==> src/rtl/pipelined_barrel_shifter_pkg.sv <==
// Shared types and constants for the pipelined barrel shifter.
//   shift_op_t : operation encoding carried down the pipe
//   DIR_LEFT / DIR_RIGHT : encoding of the in_lr direction bit
package shifter_pkg;

    typedef enum logic [1:0] {
        SHIFT_LOGICAL = 2'd0,
        SHIFT_ARITH   = 2'd1,
        SHIFT_ROTATE  = 2'd2,
        SHIFT_RSVD    = 2'd3
    } shift_op_t;

    localparam logic DIR_LEFT  = 1'b0;
    localparam logic DIR_RIGHT = 1'b1;

    // Vacated-MSB fill value chosen at entry: only an arithmetic right shift
    // replicates the sign; everything else (including reserved op) fills 0.
    function automatic logic entry_fill(input shift_op_t op, input logic lr,
                                        input logic msb);
        return (op == SHIFT_ARITH) && (lr == DIR_RIGHT) && msb;
    endfunction

endpackage

==> src/rtl/pipelined_barrel_shifter_shift_stage.sv <==
// One pipeline stage of the barrel shifter: conditional right shift (or
// rotate) by 2**K, selected by amt bit K, registered together with the
// operation's sideband.
//   clk, rst_n (sync, active-low), stall (hold all registers)
//   in_*  : stage input  (valid, data, amt, op, lr, fill)
//   out_* : registered stage output, same fields
module shift_stage
    import shifter_pkg::*;
#(
    parameter int unsigned W  = 8,
    parameter int unsigned K  = 0,
    parameter int unsigned AW = 3
) (
    input  logic          clk,
    input  logic          rst_n,
    input  logic          stall,
    input  logic          in_valid,
    input  logic [W-1:0]  in_data,
    input  logic [AW-1:0] in_amt,
    input  shift_op_t     in_op,
    input  logic          in_lr,
    input  logic          in_fill,
    output logic          out_valid,
    output logic [W-1:0]  out_data,
    output logic [AW-1:0] out_amt,
    output shift_op_t     out_op,
    output logic          out_lr,
    output logic          out_fill
);

    localparam int unsigned S = 2 ** K;

    logic [W-1:0] shifted;

    always_comb begin
        shifted = in_data;
        if (in_amt[K]) begin
            if (in_op == SHIFT_ROTATE) begin
                shifted = {in_data[S-1:0], in_data[W-1:S]};
            end else begin
                shifted = {{S{in_fill}}, in_data[W-1:S]};
            end
        end
    end

    always_ff @(posedge clk) begin
        if (!rst_n) begin
            out_valid <= 1'b0;
            out_data  <= '0;
            out_amt   <= '0;
            out_op    <= SHIFT_LOGICAL;
            out_lr    <= 1'b0;
            out_fill  <= 1'b0;
        end else if (!stall) begin
            out_valid <= in_valid;
            out_data  <= shifted;
            out_amt   <= in_amt;
            out_op    <= in_op;
            out_lr    <= in_lr;
            out_fill  <= in_fill;
        end
    end

endmodule

==> src/rtl/pipelined_barrel_shifter.sv <==
// Pipelined barrel shifter: logical / arithmetic / rotate, left or right,
// one register stage per shift-amount bit, valid/ready on both sides.
// Left shifts run as right shifts on bit-reversed data.
//   clk, rst_n            : clock, synchronous active-low reset
//   in_valid/in_ready     : input handshake; in_data, in_amt, in_lr, in_op
//   out_valid/out_ready   : output handshake; out_data
//   out_zero              : result-is-zero flag, present only when
//                           PIPELINED_BARREL_SHIFTER_ZERO_FLAG_EN is defined
module pipelined_barrel_shifter
    import shifter_pkg::*;
#(
    parameter int unsigned N = 3
) (
    input  logic            clk,
    input  logic            rst_n,
    input  logic            in_valid,
    output logic            in_ready,
    input  logic [2**N-1:0] in_data,
    input  logic [N-1:0]    in_amt,
    input  logic            in_lr,
    input  logic [1:0]      in_op,
    output logic            out_valid,
    input  logic            out_ready,
`ifdef PIPELINED_BARREL_SHIFTER_ZERO_FLAG_EN
    output logic            out_zero,
`endif
    output logic [2**N-1:0] out_data
);

    localparam int unsigned W = 2 ** N;

    logic         stall;
    logic [W-1:0] in_rev;
    logic [W-1:0] res_rev;

    // Index 0 is the entry point; index k+1 is the output of stage k.
    logic         valid_q [0:N];
    logic [W-1:0] data_q  [0:N];
    logic [N-1:0] amt_q   [0:N];
    shift_op_t    op_q    [0:N];
    logic         lr_q    [0:N];
    logic         fill_q  [0:N];

    assign stall     = out_valid && !out_ready;
    assign in_ready  = !stall;
    assign out_valid = valid_q[N];

    for (genvar i = 0; i < W; i++) begin : g_rev
        assign in_rev[i]  = in_data[W-1-i];
        assign res_rev[i] = data_q[N][W-1-i];
    end

    // Stage 0 ignores its input while stalled, so in_valid needs no gating.
    assign valid_q[0] = in_valid;
    assign data_q[0]  = (in_lr == DIR_LEFT) ? in_rev : in_data;
    assign amt_q[0]   = in_amt;
    assign op_q[0]    = shift_op_t'(in_op);
    assign lr_q[0]    = in_lr;
    assign fill_q[0]  = entry_fill(shift_op_t'(in_op), in_lr, in_data[W-1]);

    for (genvar k = 0; k < N; k++) begin : g_stage
        shift_stage #(
            .W  (W),
            .K  (k),
            .AW (N)
        ) u_stage (
            .clk       (clk),
            .rst_n     (rst_n),
            .stall     (stall),
            .in_valid  (valid_q[k]),
            .in_data   (data_q[k]),
            .in_amt    (amt_q[k]),
            .in_op     (op_q[k]),
            .in_lr     (lr_q[k]),
            .in_fill   (fill_q[k]),
            .out_valid (valid_q[k+1]),
            .out_data  (data_q[k+1]),
            .out_amt   (amt_q[k+1]),
            .out_op    (op_q[k+1]),
            .out_lr    (lr_q[k+1]),
            .out_fill  (fill_q[k+1])
        );
    end

    assign out_data = (lr_q[N] == DIR_LEFT) ? res_rev : data_q[N];

`ifdef PIPELINED_BARREL_SHIFTER_ZERO_FLAG_EN
    // Derived from the final-stage registers only, so it holds with them
    // during a stall; gated by valid so the reset value is 0.
    assign out_zero = valid_q[N] && (data_q[N] == '0);
`endif

endmodule

==> config.mk <==
export PLATFORM = sky130hd
export DESIGN_NAME = pipelined_barrel_shifter
export DESIGN_NICKNAME = d
export VERILOG_FILES = /design/src/rtl/pipelined_barrel_shifter_pkg.sv /design/src/rtl/pipelined_barrel_shifter_shift_stage.sv /design/src/rtl/pipelined_barrel_shifter.sv
export SDC_FILE = /design/constraint.sdc
export NUM_CORES = 1
export LEC_CHECK = 0
export CAP_MARGIN = 40
export CORE_MARGIN = 2
export CORE_UTILIZATION = 45
export DETAILED_ROUTE_END_ITERATION = 16
export PLACE_DENSITY_LB_ADDON = 0.12
export SETUP_SLACK_MARGIN = 0.3
export SLEW_MARGIN = 5
export SYNTH_ARGS = -nofsm -noshare
export SYNTH_HDL_FRONTEND = slang
export SYNTH_SLANG_ARGS = --single-unit
==> constraint.sdc <==
create_clock -name clk -period 1.6 [get_ports clk]
set_input_delay 0.48 -clock clk [delete_from_list [all_inputs] [get_ports clk]]
set_output_delay 0.48 -clock clk [all_outputs]
set_load 0.02 [all_outputs]
Word-level counts from Yosys, hierarchy flattened
Cells that the tools add are included.
{"block": "totals", "reg_bits": 42, "memories": 0, "latchBits": 0, "elab_cells": 32, "output_inout_bits": 10, "ram_bits": 0, "rom_bits": 0}
{"block": "classes", "add_sub_neg": 0, "bitwise": 0, "reduce_logical": 5, "n_lt_le_gt_ge": 0, "multipliers": 0, "n_eq_ne": 4, "n_shift": 0, "div": 0, "mux": 8}
{"cell": "$mux W8", "n": 8}
{"cell": "$eq A2 B2 Y1 const B", "n": 3}
{"cell": "$logic_and A1 B1 Y1", "n": 3}
{"cell": "$eq A2 B1 Y1 const B", "n": 1}
{"cell": "$logic_not A1 Y1", "n": 2}

Longest topological paths before layout
Gate-level depths: netlist of the first run.
{"block": "logic_depth", "word_depth": 5, "ltp_mapped": 6, "ltp_nobuf": 5}

Cells and area by module
From an unflattened synthesis of the first run, not the netlist that was laid out.
{"block": "hier_totals", "cells_unflattened": 231, "area_unflattened_um2": 2423.6}
{"module": "shift_stage at g_stage[0].u_stage", "area_each_um2": 720.7, "cells_each": 65, "n_inst": 1}
{"module": "shift_stage at g_stage[1].u_stage", "area_each_um2": 713.2, "cells_each": 73, "n_inst": 1}
{"module": "shift_stage at g_stage[2].u_stage", "area_each_um2": 703.2, "cells_each": 72, "n_inst": 1}
{"module": "pipelined_barrel_shifter", "area_each_um2": 286.5, "cells_each": 21, "n_inst": 1}

Least setup slack after synthesis of the first run
OpenSTA, ideal clock, no wires.
{"block": "synth_path", "kind": "reg-to-output", "start": "reg g_stage[2].u_stage.out_lr", "end": "out out_data[0]", "arrival_time_ps": 1004, "stages_incl_launch_ff": 3, "n_path_buf": 1, "required_ps": 1120, "slack_ps": 116, "cell_sequence": "dfxtp_1 -> clkbuf_1 -> mux2_2"}
{"block": "synth_via", "elab_chain_cells": 1}
{"item": "start: declaration", "line_no": "pipelined_barrel_shifter_shift_stage.sv:27", "source": "output logic out_lr,"}
{"item": "start signal: assignment", "line_no": "pipelined_barrel_shifter_shift_stage.sv:59", "source": "out_lr <= in_lr;"}
{"item": "$mux W8", "line_no": "pipelined_barrel_shifter.sv:85", "source": "assign out_data = (lr_q[N] == DIR_LEFT) ? res_rev : data_q[N];"}
{"item": "end: declaration", "line_no": "pipelined_barrel_shifter.sv:27", "source": "output logic [2**N-1:0] out_data"}
Every way passes these cells.

Worst setup path in the final report of the first run
{"block": "layout_path", "start": "reg g_stage[2].u_stage.out_lr", "end": "out out_data[2]"}
The elaborated chain is that of the path after synthesis.

==> results of run 1 <==
stage by stage:
stage / utilization [%] / hold WS (ns) / cells
global route: 69.81 / 0.4877 / 305
detailed placement: 57.26 / 0.4647 / 281
CTS: 65.06 / 0.4687 / 299
floorplan: - / 0.4375 / 205
finish: 69.81 / 0.4550 / 305
global placement: 57.26 / 0.4510 / 281
final cells by class:
type,instances,share of cell area [%]
clock buffer,6,2.895
clock inverter,2,1.228
inverter,4,0.6140
multi-input combinational,144,41.84
sequential,39,27.50
tap,50,2.193
timing repair buffer,60,23.73
cell usage after synthesis, drive strengths merged:
library cell	number	area share, %
o21a	1	0.39
inv	4	0.77
clkbuf	6	1.2
o21ai	10	2.6
nor2	13	2.5
nand4	1	0.32
o211ai	6	2.3
mux2i	11	5.7
buf	12	3.7
xor2	1	0.45
dfxtp	39	40
mux4	6	7.3
a32oi	1	0.45
nand2	39	7.5
mux2	9	5.2
nor2b	1	0.71
o211a	11	5.7
or4	1	0.39
a21boi	14	5.4
a31o	6	2.7
nand3b	6	2.3
a31oi	7	2.3
final timing paths:
kind,from,to,slack [ns],cells after the start
max,g_stage[2].u_stage.out_lr,out_data[2],-0.10,3
min,g_stage[1].u_stage.out_lr,g_stage[2].u_stage.out_lr,0.45,2
max reg2reg,g_stage[2].u_stage.out_valid,g_stage[2].u_stage.out_data[5],0.24,7
min reg2reg,g_stage[1].u_stage.out_lr,g_stage[2].u_stage.out_lr,0.45,2
worst reg2reg max path, delay by kind of cell, from the launching register on:
family          cells  cell delay, ns
compound gates      3            0.41
flops               1            0.33
buf+inv             3            0.32
simple gates        1            0.20
flip-flops by register name (all words and copies together) (netlist names):
signal                     cells
g_stage.u_stage.out_amt        3
g_stage.u_stage.out_data      24
g_stage.u_stage.out_fill       2
g_stage.u_stage.out_lr         3
g_stage.u_stage.out_op         4
g_stage.u_stage.out_valid      3
cells by family after synthesis:
group           after synthesis
mux                          26
xor+xnor                      1
flops                        39
compound gates               56
simple gates                 61
buf+inv                      22
timing repair:
action,CTS,global route
hold endpoints to repair,0,0
setup endpoints to repair,49,27
setup buffers,7,4
pin swaps,3,12
resized for setup,99,54
cloned,3,2
power by group through the flow:
stage	combinational [mW]	clock (mW)	sequential, mW
detailed placement	0.351	0	1.12
floorplan	0.233	0	1.09
global placement	0.341	0	1.11
global route	0.475	0.899	1.11
CTS	0.389	0.865	1.09
finish	0.439	0.858	1.10
placed cells by master, fill, tap and decap left out, types with 2 or more instances in the layout:
master            n
a21boi_0          2
a21boi_1          9
a21boi_2          3
a31o_2            6
a31oi_1           7
buf_12            4
buf_16            2
buf_2             3
buf_4            17
buf_6            15
clkbuf_16         2
clkbuf_8          6
clkdlybuf4s50_1   3
dfxtp_1          36
dfxtp_2           3
dlygate4sd2_1    10
inv_1             3
mux2_4            8
mux2i_1          10
mux4_1            2
mux4_2            4
nand2_1          22
nand2_2          11
nand2_4           6
nand3b_1          6
nor2_1           12
o211a_1          11
o211ai_1          6
o21ai_0           7
o21ai_1           2
metal layers:
| layer | GRT usage (%) | vias up | part of all wire (%) |
|---|---|---|---|
| met4 | 9.402 | 0 | 1.7 |
| li1 | - | 836 | - |
| met3 | 3.634 | 7 | 4.8 |
| met5 | 0 | - | 0 |
| met1 | 24.98 | 845 | 42 |
| met2 | 37.50 | 52 | 51 |
==> key figures, run 1 <==
Timing
  • Total Negative Setup Slacks: -0.8047 ns
  • Endpoints failing hold: 0
  • Worst Tran Pin Value: 0.5075 ns
  • Final critical-path setup slack: -0.1032 ns
  • Clk_skew: 0.01184 ns
  • Worst max-slew margin expressed relative to the limit: 66.12%
  • Total count of max-transition violations in the final report: 0
  • Count of final setup violators: 8
  • Final Cycle Share: 106.4%
  • Top achievable clock speed: 587.1 MHz
  • Unrepaired setup endpoints after global routing: true
  • Minimum clock period: 1.703 ns

CTS
  • Sink count of the clock tree: 39
  • CTS tree: yes
  • Cell chosen for the clock root: clkbuf_8
  • Total clock buffers created by CTS: 5
  • Hold_buf cts: 0
  • # H-tree levels: 2
  • Clock slew at reported path FFs: 0.07 ns
  • Maximum clock path buffer count: 2
  • Clock Latency Late Sink: 0.30 ns

Route
  • Post-route antenna net violation count: 0
  • Routed wirelength normalized by instance count: 16.64 µm
  • DRC viols: 0
  • First-pass DRT Iterations: 4
  • Initial detailed-routing violation count: 147
  • Via count normalized by instance count: 5.705
  • Via count: 1,740
  • Final WL: 5076 µm

Logic synthesis
  • Synthesized netlist cell count: 205
  • Complex-gate fraction of the synthesized area: 21.75%
  • Sequential share of the synthesized area: 40.15%
  • YS warnings: 0
  • Synthesized-area fraction occupied by xor and xnor cells: 0.4505%
  • Netlist cell types: 25
  • Adder-cell area share of the yosys netlist: 0%
  • Dominant combinational cell family by area after synthesis: compound AO/OA/AOI/OAI gates
  • Total of flip-flops plus latches after synthesis: 39
  • Fraction of synthesized area in multiplexers: 18.21%
  • Syn_nets: 223
  • Share of synthesized cell area in and, or, nand and nor gates: 13.77%
  • Mean cell area of the mapped netlist: 9.485 µm²
  • Post-synthesis cell area: 1944 µm²

Floorplanning
  • Area of the placeable core: 4086 µm²
  • Site row count: 23
  • Io pins: 28
  • Starting density of the core: 47.58%
  • Vert. Die Dim: 69.73 µm
  • Floorplan die width: 69.73 µm
  • Die outline area: 4862 µm²

Final layout
  • Area of combinational cells with multiple inputs: 1194 µm²
  • Sequential cell area: 784.5 µm²
  • Ratio of cells with drive above 1 in the final layout: 40.39%
  • Area delta synth->final: 46.72%
  • Layout Cell Area excl Fill: 2853 µm²
  • Final Net Count: 272
  • Antenna diode count: 0
  • Fill cell instance count of the final layout: 321

Power and ir drop
  • Combinational power share: 18.3%
  • Ratio of total power to cell area: 839.3 nW/µm²
  • Seq pwr share: 45.8%
  • Int Pwr: 1.796 mW
  • Switch Pwr: 0.5989 mW
  • Part of the total power dissipated in the clock network: 35.8%
  • Leakage power of the design: 1.263 nW
  • Switching Share: 25.01%
  • Final total power: 2.394 mW
  • Worst supply voltage drop on vdd: 0.4667 mV

Placed design
  • Count of input and output buffers: 27
  • Gp weighted congestion: 0.8501
  • Post-detail-place hpwl: 2978 µm
  • Area post-placement: 2340 µm²
  • Pre-CTS setup slack: -0.5790 ns

Global route
  • Number of antenna violations at the first check in global routing: 0
  • Global-route wire length before repair: 8176 µm
  • Pin count of the biggest net entering global routing: 25
  • Vias in the first global route: 1,722
  • GRT Total Usage: 21.17%
  • Global-route congestion overflow total: 0

Min path
  • Worst Hold Class: flop to flop

Setup path
  • Required time at the endpoint of the critical path: 1.12 ns
  • Cell with the biggest individual delay on the critical path: dfxtp_2
  • Ordered cell list for the critical path: buf_12 -> mux2_4 -> buf_6
  • CP endpoint kind: output pin
  • Max incr delay on CP: 0.35 ns
  • Worst Path Class, Setup: flop to output pin
  • Critical path buffer and inverter count: 2
  • Data arrival, critical path: 1.22 ns
  • Maximum fanout count along the critical path: 8
  • Crit start category: flop
  • Kind of cell adding the most delay to the critical path: flip-flops

Outcome
  • Outcome: finished, violations left
  • Violated checks: setup timing

Job
  • Reported max-cap violation count: 0
Note: power is estimated with default switching activity, not from simulation.
==> inputs of run 2 (changes only) <==
- ABC_AREA: default -> 1
==> run 2 against run 1 <==
Die area is 4.7% lower. Sequential cell count stayed put. Worst setup slack better by 0.092 ns. Critical path type unchanged. Critical endpoint is now out_data[6]. Highest routed layer unchanged. Total power is 1.4% lower. Critical path depth is 1 higher. Clock skew is 0.0048 ns lower. Maximum frequency is 5.7% higher. The flow still finishes with violations (setup timing).
==> key figures, run 2 <==
Outcome
  • Outcome: finished, violations left
  • Violated checks: setup timing

CTS
  • # H-tree levels: 2
  • Maximum clock path buffer count: 2
  • CTS tree: yes
  • Clock slew at reported path FFs: 0.08 ns
  • Total clock buffers created by CTS: 5
  • Hold_buf cts: 0
  • Clock Latency Late Sink: 0.29 ns
  • Sink count of the clock tree: 39
  • Cell chosen for the clock root: clkbuf_8

Min path
  • Worst Hold Class: flop to flop

Logic synthesis
  • Count leader, synth: nand2_1
  • Netlist cell types: 20
  • Top cells by area in the synthesized netlist: dfxtp_1 42%, nand2_1 11%, o21ai_1 7.6%
  • YS warnings: 0
  • Sequential share of the synthesized area: 42.28%
  • Number of enable flip-flop cells after synthesis: 0
  • Post-synthesis cell area: 1847 µm²
  • Async set-reset flop share out of synthesis: 0%
  • Area share of the largest cell type after synthesis: 42.28%
  • Mean cell area of the mapped netlist: 7.076 µm²
  • Synthesized netlist cell count: 261
  • Syn_nets: 279
  • Commonest register cell after synthesis: dfxtp_1
  • Top cell type by total area after synthesis: dfxtp_1
  • Commonest cells post-synth: 54 x nand2_1, 39 x dfxtp_1, 28 x nor2_1, 28 x o21ai_1, 26 x o21ai_0
  • Total of flip-flops plus latches after synthesis: 39

Placed design
  • Gp weighted congestion: 0.7981
  • Number of cells in the design after placement: 329
  • Area post-placement: 2201 µm²
  • Pre-CTS setup slack: -0.5676 ns
  • Count of input and output buffers: 27
  • Post-detail-place hpwl: 2514 µm

Timing
  • Count of final setup violators: 4
  • Minimum clock period: 1.611 ns
  • Worst max-slew margin expressed relative to the limit: 78.39%
  • Final critical-path setup slack: -0.01079 ns
  • Total count of max-transition violations in the final report: 0
  • Final Cycle Share: 100.7%
  • Unrepaired setup endpoints after global routing: true
  • Clk_skew: 0.006997 ns
  • Worst Tran Pin Value: 0.3238 ns
  • Worst hold slack: 0.4504 ns
  • Top achievable clock speed: 620.8 MHz
  • Total Negative Setup Slacks: -0.03367 ns
  • Endpoints failing hold: 0

Final layout
  • Top flop regs: g_stage.u_stage.out_data x24, g_stage.u_stage.out_op x4
  • Leading cell type in the layout, fill and taps excluded: nand2_1
  • Area delta synth->final: 34.42%
  • Ratio of cells with drive above 1 in the final layout: 19.59%
  • Antenna diode count: 0
  • Register with the most flip-flops: g_stage.u_stage.out_data
  • Commonest cells after routing, fill and taps aside: 51 x nand2_1, 37 x dfxtp_1, 28 x o21ai_1
  • Final design utilization: 62.51%
  • Layout Cell Area excl Fill: 2482 µm²
  • Max reg flops: 24
  • Post-route insts no fill: 341
  • Final Net Count: 308

Floorplanning
  • Starting density of the core: 46.50%
  • Io pins: 28
  • Area of the placeable core: 3971 µm²
  • Site row count: 23
  • Vert. Die Dim: 68.06 µm
  • Die outline area: 4632 µm²
  • Floorplan die width: 68.06 µm

Global route
  • Pin count of the biggest net entering global routing: 61
  • Vias in the first global route: 1,523
  • Global-route congestion overflow total: 0
  • Number of antenna violations at the first check in global routing: 0
  • Global-route wire length before repair: 6575 µm
  • GRT Total Usage: 18.99%

Route
  • Via count: 1,698
  • Routed wirelength normalized by instance count: 11.74 µm
  • Final WL: 4005 µm
  • Initial detailed-routing violation count: 73
  • First-pass DRT Iterations: 4
  • Post-route antenna net violation count: 0
  • Via count normalized by instance count: 4.979
  • DRC viols: 0

Setup path
  • Worst Path Class, Setup: flop to output pin
  • Ordered cell list for the critical path: buf_12 -> nor2_4 -> a21oi_4 -> buf_6
  • Maximum fanout count along the critical path: 5
  • Data arrival, critical path: 1.13 ns
  • Required time at the endpoint of the critical path: 1.12 ns
  • Max incr delay on CP: 0.42 ns
  • CP endpoint kind: output pin
  • Cell with the biggest individual delay on the critical path: dfxtp_4
  • Crit start category: flop

Power and ir drop
  • Leakage power of the design: 1.018 nW
  • Worst supply voltage drop on vdd: 0.6649 mV
  • Final total power: 2.362 mW
  • Ratio of total power to cell area: 951.4 nW/µm²

Job
  • Reported max-cap violation count: 0
## run 2: cell types whose count changed in the layout (fill, tap and decap cells not counted), sizes merged, moves of 9 or more
cell | previous run | this run
o21ai | 10 | 54
a21oi | 0 | 23
buf | 42 | 21
inv | 4 | 21
nor2 | 13 | 30
nand2 | 39 | 55
a21boi | 14 | 0
clkdlybuf4s50 | 3 | 15
mux2i | 11 | 0
o211a | 11 | 0
dlygate4sd2 | 10 | 1
mux2 | 9 | 0
## run 2: per-layer routing
metal	GRT usage (%)	up-vias	routed length, µm
li1	-	922	-
met1	19.61	742	1663
met2	36.41	28	2160
met3	4.441	6	116
met4	7.500	0	65
met5	0	-	0
## run 2: cell type report
class / instances / area, µm²
Tap cell: 50 / 62.56
Inverter: 22 / 91.34
Clock inverter: 3 / 43.79
Sequential cell: 39 / 785.8
Clock buffer: 5 / 68.82
Multi-Input combinational cell: 184 / 993.5
Fill cell: 375 / 1489
Timing Repair Buffer: 38 / 436.7
## run 2: logic make-up after synthesis
group / after synthesis / share of synthesized area, %
AO/OA/AOI/OAI: 94 / 26.90
buffers and inverters: 38 / 11.52
flip-flops: 39 / 42.28
AND/OR/NAND/NOR: 90 / 19.31
## run 2: what timing repair did
action	CTS	global route
endpoints found under the setup margin	45	15
gates resized for setup	81	14
setup buffers	0	1
cloned	3	0
pin swaps	4	2
## run 2: worst max-delay path: cells and delay by family, from the launching register on
family | cells | cell delay (ns)
buffers and inverters | 2 | 0.26
AOI/OAI and AO/OA | 1 | 0.11
DFF | 1 | 0.42
and+or+nand+nor | 1 | 0.04
## run 2: path summary, 6_finish.rpt
path | startpoint | endpoint | slack [ns] | cells after the start
setup / recovery | g_stage[2].u_stage.out_lr | out_data[6] | -0.01 | 4
hold / removal | g_stage[1].u_stage.out_valid | g_stage[2].u_stage.out_valid | 0.45 | 2
hold reg to reg | g_stage[1].u_stage.out_valid | g_stage[2].u_stage.out_valid | 0.45 | 2
setup reg to reg | g_stage[2].u_stage.out_valid | g_stage[0].u_stage.out_data[6] | 0.40 | 7
## run 2: where the power goes
part | internal [mW] | total, mW | switching [mW]
clock | 0.464 | 0.798 | 0.334
combinational | 0.223 | 0.459 | 0.236
sequential | 1.04 | 1.10 | 0.0615
total | 1.73 | 2.36 | 0.632
==> inputs of run 3 (changes only) <==
- CORE_UTILIZATION: 45 -> 30
==> run 3 against run 2 <==
The flow now finishes without violations. Design area decreased by 3.5%. Clock power decreased by 18%. Sequential cell count unchanged. Non-clock buffer count increased by 3. Die area increased by 47%. Critical path type unchanged. Core utilization decreased by 22 points. Count of clock-buffer cells in the layout increased by 1. Clock skew decreased by 0.0028 ns. Maximum frequency increased by 1.8%. Register-to-register slack about the same. Via count increased by 0.94%. Worst setup slack improved by 0.029 ns. Critical endpoint is now out_data[5].
==> key figures, run 3 (synthesis gave the netlist of run 2 again) <==
Final layout
  • Max reg flops: 24
  • Antenna diode count: 0
  • Fill cell instance count of the final layout: 651
  • Post-route insts no fill: 368
  • Register with the most flip-flops: g_stage.u_stage.out_data
  • Final Net Count: 311
  • Top flop regs: g_stage.u_stage.out_data x24, g_stage.u_stage.out_op x4
  • Ratio of cells with drive above 1 in the final layout: 18.43%
  • Area delta synth->final: 29.74%
  • Commonest cells after routing, fill and taps aside: 51 x nand2_1, 37 x dfxtp_1, 31 x o21ai_1
  • Leading cell type in the layout, fill and taps excluded: nand2_1

Timing
  • Unrepaired setup endpoints after global routing: true
  • Worst max-slew margin expressed relative to the limit: 75.95%
  • Final Cycle Share: 98.87%
  • Clk_skew: 0.004219 ns
  • Minimum clock period: 1.582 ns
  • Top achievable clock speed: 632.1 MHz
  • Worst Tran Pin Value: 0.3608 ns
  • Count of final setup violators: 0
  • Endpoints failing hold: 0
  • Total count of max-transition violations in the final report: 0
  • Worst hold slack: 0.4479 ns

Setup path
  • Cell with the biggest individual delay on the critical path: dfxtp_4
  • Critical path buffer and inverter count: 2
  • Crit start category: flop
  • Kind of cell adding the most delay to the critical path: flip-flops
  • Worst Path Class, Setup: flop to output pin
  • Ordered cell list for the critical path: buf_8 -> nor2_4 -> a21oi_4 -> buf_6
  • Data arrival, critical path: 1.10 ns
  • Maximum fanout count along the critical path: 8
  • CP endpoint kind: output pin
  • Required time at the endpoint of the critical path: 1.12 ns
  • Max incr delay on CP: 0.40 ns

Global route
  • Pin count of the biggest net entering global routing: 61
  • Global-route wire length before repair: 7169 µm
  • Vias in the first global route: 1,597
  • GRT Total Usage: 13.69%
  • Global-route congestion overflow total: 0
  • Number of antenna violations at the first check in global routing: 0

CTS
  • # H-tree levels: 2
  • Total clock buffers created by CTS: 5
  • CTS tree: yes
  • Clock Latency Late Sink: 0.28 ns
  • Sink count of the clock tree: 39
  • Cell chosen for the clock root: clkbuf_8
  • Maximum clock path buffer count: 2
  • Hold_buf cts: 0
  • Clock slew at reported path FFs: 0.07 ns

Floorplanning
  • Site row count: 28
  • Floorplan die width: 82.46 µm
  • Io pins: 28
  • Area of the placeable core: 5921 µm²
  • Die outline area: 6800 µm²
  • Starting density of the core: 31.19%
  • Vert. Die Dim: 82.46 µm

Power and ir drop
  • Part of the total power dissipated in the clock network: 30.0%
  • Leakage power of the design: 0.9793 nW
  • Combinational power share: 19.6%
  • Ratio of total power to cell area: 910.4 nW/µm²
  • Seq pwr share: 50.3%
  • Switching Share: 27.32%
  • Worst supply voltage drop on vdd: 0.3092 mV
  • Switch Pwr: 0.5960 mW
  • Int Pwr: 1.585 mW

Route
  • Post-route antenna net violation count: 0
  • Routed wirelength normalized by instance count: 10.97 µm
  • Initial detailed-routing violation count: 61
  • DRC viols: 0
  • Via count normalized by instance count: 4.658
  • Via count: 1,714
  • Final WL: 4037 µm
  • First-pass DRT Iterations: 4

Placed design
  • Post-detail-place hpwl: 2797 µm
  • Number of cells in the design after placement: 360
  • Gp weighted congestion: 0.7283
  • Count of input and output buffers: 27

Min path
  • Worst Hold Class: flop to flop

Outcome
  • Outcome: complete, no violations

Job
  • Reported max-cap violation count: 0
-- run 3: changes by cell type in the layout (fill, tap and decap cells not counted), moves of 3 or more --
cell and delta:
o21ai_1 +3, buf_4 +7, nor2_1 +3, nor2_4 -3
-- run 3: worst paths after layout --
| check | slack (ns) | start | cells past startpoint | end |
|---|---|---|---|---|
| max | 0.02 | g_stage[2].u_stage.out_lr | 4 | out_data[5] |
| max reg2reg | 0.39 | g_stage[2].u_stage.out_valid | 6 | g_stage[1].u_stage.out_data[4] |
| min | 0.45 | g_stage[1].u_stage.out_valid | 2 | g_stage[2].u_stage.out_valid |
| min reg2reg | 0.45 | g_stage[1].u_stage.out_valid | 2 | g_stage[2].u_stage.out_valid |
-- run 3: area by class of cell --
cell class	instances	area (µm²)	area share [%]
sequential	39	785.8	32.79
clock buffer	6	82.58	3.446
tap	75	93.84	3.916
inverter	22	87.58	3.655
timing repair buffer	41	401.6	16.76
clock inverter	1	5.005	0.2089
multi-input combinational	184	939.7	39.22
-- run 3: through the flow --
stage	util [%]	setup TNS (ns)	power [mW]	setup WS, ns	instance area, µm²
after floorplan	-	0	1.384	0.2652	1928
after global placement	38.25	-12.21	1.528	-0.5768	2265
after detailed placement	38.25	-12.51	1.533	-0.5697	2265
after CTS	40.22	0	2.209	0.004253	2381
after global routing	40.47	-0.1660	2.330	-0.03951	2396
final	40.47	0	2.181	0.01809	2396
-- run 3: power by group through the flow --
stage	clock [mW]	sequential (mW)	combinational, mW
after CTS	0.684	1.10	0.428
after global placement	0	1.12	0.409
final	0.655	1.10	0.428
after global routing	0.739	1.11	0.480
after floorplan	0	1.10	0.283
after detailed placement	0	1.12	0.414
-- run 3: what timing repair did --
| item | 4_1_cts | 5_1_grt |
|---|---|---|
| hold endpoints to repair | 0 | 0 |
| endpoints found under the setup margin | 44 | 14 |
| pin swaps | 1 | 2 |
| resized for setup | 74 | 8 |
| setup buffers | 1 | 0 |
-- run 3: worst min-delay path, cell delays in order, from the launching register on --
cell and delay, ns:
dfxtp_1 0.30, inv_1 0.06, a21oi_1 0.06
-- run 3: routing by layer --
metal	vias up	GRT usage (%)	part of all wire, %
met1	749	16.37	46
met2	30	23.63	49
met3	2	3.043	3.4
met5	-	0	0
li1	933	-	-
met4	0	5.500	0.99
